[src/rtl/rv32v_types_pkg.sv]
// Shared vector-unit types: element width, addressing mode and AGU state.
package rv32v_types_pkg;

  typedef enum logic [1:0] {
    SEW8  = 2'b00,
    SEW16 = 2'b01,
    SEW32 = 2'b10
  } vsew_t;

  typedef enum logic [1:0] {
    UNIT     = 2'b00,
    UINDEXED = 2'b01,
    STRIDED  = 2'b10,
    OINDEXED = 2'b11
  } mop_t;

  typedef enum logic [1:0] {
    IDLE  = 2'b00,
    ISSUE = 2'b01,
    DONE  = 2'b10
  } agu_state_t;

  function automatic logic [31:0] eew_bytes(input vsew_t eew);
    case (eew)
      SEW8:    return 32'd1;
      SEW16:   return 32'd2;
      default: return 32'd4;
    endcase
  endfunction

  function automatic logic mop_is_indexed(input mop_t mop);
    return (mop == UINDEXED) || (mop == OINDEXED);
  endfunction

endpackage

[src/rtl/rv32v_vmem_byten.sv]
// Word byte-enable generation and natural-alignment check for one element.
module rv32v_vmem_byten
  import rv32v_types_pkg::*;
(
  input  logic [1:0] addr_lo,
  input  vsew_t      eew,
  output logic [3:0] byten,
  output logic       misaligned
);

  always_comb begin
    byten      = 4'hF;
    misaligned = 1'b0;
    case (eew)
      SEW8: begin
        byten = 4'b0001 << addr_lo;
      end
      SEW16: begin
        byten      = 4'b0011 << addr_lo;
        misaligned = addr_lo[0];
      end
      default: begin
        // Reserved encodings are handled like SEW32 so they can never issue unaligned.
        byten      = 4'hF;
        misaligned = |addr_lo;
      end
    endcase
  end

endmodule

[src/rtl/rv32v_vmem_agu.sv]
// Vector load/store address generator: walks vl elements of one instruction,
// issuing one aligned word request per handshake and aborting on misalignment.
module rv32v_vmem_agu
  import rv32v_types_pkg::*;
#(
  parameter int VL_W = 32
) (
  input  logic            CLK,
  input  logic            RST,
  input  logic            start_valid,
  output logic            start_ready,
  input  logic [31:0]     base,
  input  logic [31:0]     stride,
  input  mop_t            mop,
  input  vsew_t           eew,
  input  logic [VL_W-1:0] vl,
  input  logic            is_store,
  input  logic            idx_valid,
  input  logic [31:0]     idx_data,
  output logic            idx_ready,
  output logic            req_valid,
  input  logic            req_ready,
  output logic [31:0]     req_addr,
  output logic [3:0]      req_byten,
  output logic            req_wen,
  output logic [VL_W-1:0] req_elem,
  output logic            done,
  output logic            fault,
  output logic [VL_W-1:0] fault_elem,
  input  logic            kill
);

  agu_state_t      state;
  logic [VL_W-1:0] elem_q;
  logic [31:0]     acc_q;
  logic            fault_q;
  logic [VL_W-1:0] fault_elem_q;

  logic [31:0]     base_q;
  logic [31:0]     stride_q;
  mop_t            mop_q;
  vsew_t           eew_q;
  logic [VL_W-1:0] vl_q;
  logic            is_store_q;

  logic            accept;
  logic            indexed;
  logic            elem_present;
  logic            issuing;
  logic            misaligned;
  logic            fault_now;
  logic            handshake;
  logic            last_elem;
  logic [31:0]     cur_addr;
  logic [31:0]     step;
  logic [3:0]      byten;

  assign accept       = (state == IDLE) && start_valid && !kill;
  assign indexed      = mop_is_indexed(mop_q);
  assign elem_present = !indexed || idx_valid;
  assign cur_addr     = indexed ? (base_q + idx_data) : acc_q;
  assign step         = (mop_q == STRIDED) ? stride_q : eew_bytes(eew_q);
  assign last_elem    = (elem_q == (vl_q - VL_W'(1)));

  rv32v_vmem_byten u_byten (
    .addr_lo    (cur_addr[1:0]),
    .eew        (eew_q),
    .byten      (byten),
    .misaligned (misaligned)
  );

  // Kill masks the request in its own cycle so memory never sees a handshake
  // that the AGU is about to discard.
  assign issuing   = (state == ISSUE) && elem_present && !kill;
  assign req_valid = issuing && !misaligned;
  assign fault_now = issuing && misaligned;
  assign handshake = req_valid && req_ready;

  assign start_ready = (state == IDLE);
  assign idx_ready   = handshake;
  assign req_addr    = cur_addr;
  assign req_byten   = byten;
  assign req_wen     = is_store_q;
  assign req_elem    = elem_q;
  assign done        = (state == DONE);
  assign fault       = fault_q;
  assign fault_elem  = fault_elem_q;

  // Control state: FSM, element counter, address accumulator, fault reporting.
  always_ff @(posedge CLK) begin
    if (RST) begin
      state        <= IDLE;
      elem_q       <= '0;
      acc_q        <= '0;
      fault_q      <= 1'b0;
      fault_elem_q <= '0;
    end else begin
      fault_q <= 1'b0;
      if (kill) begin
        state <= IDLE;
      end else begin
        case (state)
          IDLE: begin
            if (start_valid) begin
              elem_q       <= '0;
              acc_q        <= base;
              fault_elem_q <= '0;
              state        <= (vl == '0) ? DONE : ISSUE;
            end
          end
          ISSUE: begin
            if (fault_now) begin
              fault_q      <= 1'b1;
              fault_elem_q <= elem_q;
              state        <= IDLE;
            end else if (handshake) begin
              elem_q <= elem_q + VL_W'(1);
              acc_q  <= acc_q + step;
              if (last_elem) state <= DONE;
            end
          end
          DONE: begin
            state <= IDLE;
          end
          default: begin
            state <= IDLE;
          end
        endcase
      end
    end
  end

  // Instruction operands: captured on accept, only meaningful while busy.
  always_ff @(posedge CLK) begin
    if (accept) begin
      base_q     <= base;
      stride_q   <= stride;
      mop_q      <= mop;
      eew_q      <= eew;
      vl_q       <= vl;
      is_store_q <= is_store;
    end
  end

endmodule
[config.mk]
export PLATFORM = sky130hd
export DESIGN_NAME = rv32v_vmem_agu
export DESIGN_NICKNAME = d
export VERILOG_FILES = /design/src/rtl/rv32v_types_pkg.sv /design/src/rtl/rv32v_vmem_byten.sv /design/src/rtl/rv32v_vmem_agu.sv
export SDC_FILE = /design/constraint.sdc
export NUM_CORES = 1
export LEC_CHECK = 0
export CORE_ASPECT_RATIO = 1.2
export CORE_MARGIN = 2
export CORE_UTILIZATION = 47
export CTS_CLUSTER_DIAMETER = 150
export DETAILED_ROUTE_END_ITERATION = 7
export GPL_ROUTABILITY_DRIVEN = 0
export PLACE_DENSITY = 0.77
export SYNTH_ARGS = -nofsm -noshare
export SYNTH_HDL_FRONTEND = slang
export SYNTH_SLANG_ARGS = --single-unit
[constraint.sdc]
create_clock -name CLK -period 4.7 [get_ports CLK]
set_input_delay 1.175 -clock CLK [delete_from_list [all_inputs] [get_ports CLK]]
set_output_delay 1.175 -clock CLK [all_outputs]
set_load 0.1 [all_outputs]
==> summary.md <==
Synthesis produced a netlist with a net count of 1493. The internal power of the cells totals 3.36 mW. TritonCTS built the clock tree. The tree built by TritonCTS fans out to 200 sinks. The routed length per instance is 20.1 um.

Setup repair after global routing could not meet its margin everywhere. The final number of setup-violating endpoints was 14. In this run, post-CTS hold repair placed 0 buffers. The number of register bits inferred by synthesis is 200, and the post-synthesis sequential area ratio is 41.6%. The cell type group with the largest total delay on the critical path is compound AO/OA/AOI/OAI gates.

For the final core utilization, the log shows 68.5%. The timing-limited maximum frequency was 197 MHz; the top cell type's share of synthesized area was 25.1%. The initial antenna violation count is 1, and the synthesized area per cell is 9.37 sq um. Number of routed nets with antenna violations: 0. The critical path goes through buf_6, ha_4, fa_2, a21oi_2, o211ai_1, nand4b_1, o211ai_1, buf_4, o221ai_4, a21oi_4, a21o_1, o21a_1, o311ai_4, buf_12. For this run, the slowest stage of the critical path takes 350 ps. The logs give 11900 for the number of global-route vias before repair and 2 for the largest buffer count on any clock path. For the worst setup path, the data required time is 3520 ps. After detailed routing, the total wire length is 39300 um. Combinational logic is responsible for 29.0% of the overall power. After global routing the overflow that remains totals 0. The switching part of the total is 32.7%, and the aggregate global-route resource usage is 28.3%. In the final layout, the share of cells above drive strength 1 is 20.7%.

In this run, synthesis inferred 101 flip-flops with an integrated enable. The number of DRC markers after the initial detailed-route iteration was 700; the count of final hold-check violations was 0. STA classifies the critical path endpoint as a primary output. Row count: 64.

In the synthesized netlist, the cells that appear most often are 165 x nor2_1, 101 x edfxtp_1, 99 x dfxtp_1, 92 x a21oi_1, 81 x nand2_1. The final critical path takes up 108% of the cycle. The initial core utilization came out at 47.5%. Detailed placement ended at an HPWL of 27400 um. The die is 150 um wide.

Subtracting the final worst setup slack from the clock period gives 5080 ps. The reported net switching power was 1.63 mW. Data on the critical path arrives at its endpoint at 3900 ps. From bottom edge to top edge, the die measures 180 um. The final route contains 11600 vias. The number of design rule violations left after detail routing is 0, and the first-pass detailed-route iteration total is 5. Number of top-level design ports: 245. After synthesis, the cell types taking the most area are edfxtp_1 25%, dfxtp_1 16%, ha_1 6.6%, nor2_1 5.1%, xor2_1 4.4%.

The region available for standard cell placement spans 25400 sq um. CTS placed an instance of clkbuf_16 at the clock tree root. The flow ran to the end, but the final reports show violations.

The CTS buffer count is 17. The combined area of all synthesized cells is 12100 sq um, and the relative contribution of the clock network to total power is 31.8%. The later pin in the worst-skew pair is clocked with a latency of 450 ps. Critical path class: input port to primary output. Together, buffers and inverters on the worst path number 3.

Between clock sinks in the finished design, the worst skew comes to 12.5 ps. Counting every instance in the synthesized netlist gives 1288. The number of vias per cell was 5.94. Max-cap violations in this run came to 0. Clock transition at the registers of the reported paths: 70 ps. Main flop type after synthesis: edfxtp_1. At the pin with the least slew margin, the transition time is 1070 ps.

The die covers 27000 sq um. The layout has 1883 filler cells. The checks that failed: negative setup slack.

The run gives 48 as the pin count of the biggest net entering global routing. For this design the ratio of total power to cell area is 287 nW/um^2. The worst-case IR drop observed on VDD is 0.000274 V.

The global-route wire length before repair was 60800 um; the async set or reset register ratio after synthesis was 0%. The run gives 39.1% as the proportion of power drawn by flip-flops and latches. The largest individual stage delay along the critical path comes from the cell fa_2. The setup slack of the critical path after layout came out at -379 ps. Measured against its own limit, the worst slew margin works out to 28.7%. The H-tree depth reported by CTS came out at 4. Number of pins exceeding their max-slew limit in the final report: 0. The dominant cell type by area after synthesis was edfxtp_1. The tools report the count of nets after finishing as 1819. Yosys printed 0 warnings. After synthesis, the netlist uses 79 different library cells. Compared with the post-synthesis result, the final layout area differs by 44.1%. Number of port buffers: 244.

nor2_1 is the most common cell in the netlist. The largest driver fanout on the critical path was 3. The most numerous cell type found on the critical path is o211ai_1.

The power consumption is 4.99 mW. In this run the static leakage power is 6.62 nW. The class of the tightest hold or removal check was register to register. STA classifies the critical path startpoint as an input port.
==> worst reg2reg max path, stage by stage (launching register included) <==
cell and delay, ps:
edfxtp_1 410, nor2b_2 370, buf_4 370, and2_1 190
ha_1 300, a21oi_1 190, o21ai_0 250, o2111ai_1 510
nor3_1 150, o21ai_1 390, nand4_1 210, a211o_1 340
and3_1 170, o311a_1 310
==> per-layer routing <==
metal	track usage, %	routed length, um
met1	32.8	15000
met5	0	15
met3	5.25	2890
met4	10.5	1180
met2	51.0	20200
==> through the flow <==
step	cell area [sq um]	std cells	setup slack, ps	hold slack, ps	TNS (ps)
2_1_floorplan	12200	1288	-404	451	-823
3_3_place_gp	15900	1894	-839	440	-10840
3_5_place_dp	15900	1894	-924	446	-11780
4_1_cts	17200	1947	-363	456	-1750
5_1_grt	17400	1957	-469	478	-4230
6_report	17400	1958	-379	454	-2420
==> what timing repair did <==
item,4_1_cts,5_1_grt
endpoints found under the setup margin,24,20
gates resized for setup,142,28
pin swaps,70,27
endpoints found under the hold margin,0,0
setup buffers,22,10
==> layout make-up <==
| type | count | area, sq um | share of cell area [%] |
|---|---|---|---|
| diodes | 1 | 2.50 | 0.0144 |
| multi-input cells | 1005 | 7460 | 42.9 |
| clock inverters | 13 | 169 | 0.972 |
| inverters | 25 | 97.6 | 0.561 |
| clock buffers | 19 | 475 | 2.73 |
| flip-flops and latches | 200 | 5010 | 28.8 |
| well taps | 330 | 413 | 2.37 |
| repair buffers | 365 | 3760 | 21.6 |
==> path summary, 6_finish.rpt <==
check	end	startpoint	slack, ps	cells after the start
worst max-delay path	req_addr[30]	idx_data[0]	-380	14
worst min-delay path	fault_elem[6]	fault_elem[6]	450	2
worst max register to register	acc_q[31]	mop_q[0]	440	13
worst min register to register	fault_elem[6]	fault_elem[6]	450	2
==> cells by family after synthesis <==
group / after synthesis / share of synthesized area (%)
adder cells (fa/ha/maj): 66 / 6.97
flip-flops: 200 / 41.6
multiplexers: 32 / 3.03
AND/OR/NAND/NOR: 485 / 20.3
XOR/XNOR: 118 / 8.57
AO/OA/AOI/OAI: 304 / 16.9
buffers and inverters: 83 / 2.70
==> power groups by stage <==
stage / Sequential, mW / Combinational, mW / Clock (mW)
finish: 1.95 / 1.45 / 1.59
global route: 1.96 / 1.52 / 1.66
CTS: 1.95 / 1.39 / 1.60
detailed placement: 1.98 / 1.30 / 0
global placement: 1.98 / 1.28 / 0
floorplan: 1.98 / 0.777 / 0
==> layout by cell type, fill, tap and decap left out, types with 7 or more instances in the layout <==
cell type / instances
o21ai_0: 34
a2111oi_0: 18
nor3_1: 27
nand2_1: 79
xor2_1: 60
and3_1: 12
ha_1: 42
buf_12: 38
dfxtp_1: 99
nand4_1: 21
nand3_1: 48
buf_4: 105
nor2_1: 162
buf_6: 19
xnor2_1: 54
a21o_1: 24
mux2_2: 15
mux2_4: 11
ha_4: 21
dlygate4sd2_1: 7
clkbuf_16: 19
a22oi_1: 23
o211ai_1: 10
inv_1: 23
a31oi_1: 10
edfxtp_1: 101
nand2b_1: 12
or3_1: 9
nor2b_1: 10
and2_1: 34
o21a_1: 11
a211oi_1: 8
a211o_1: 9
a21oi_2: 12
a21oi_1: 74
clkdlybuf4s50_1: 182
nor4_1: 20
==> registers in the layout (all words and copies together) (netlist names), 32 cells and up <==
register / cells
base_q: 32
fault_elem: 32
vl_q: 32
acc_q: 32
stride_q: 32
req_elem: 32
Power figures use the tool's default switching activity.
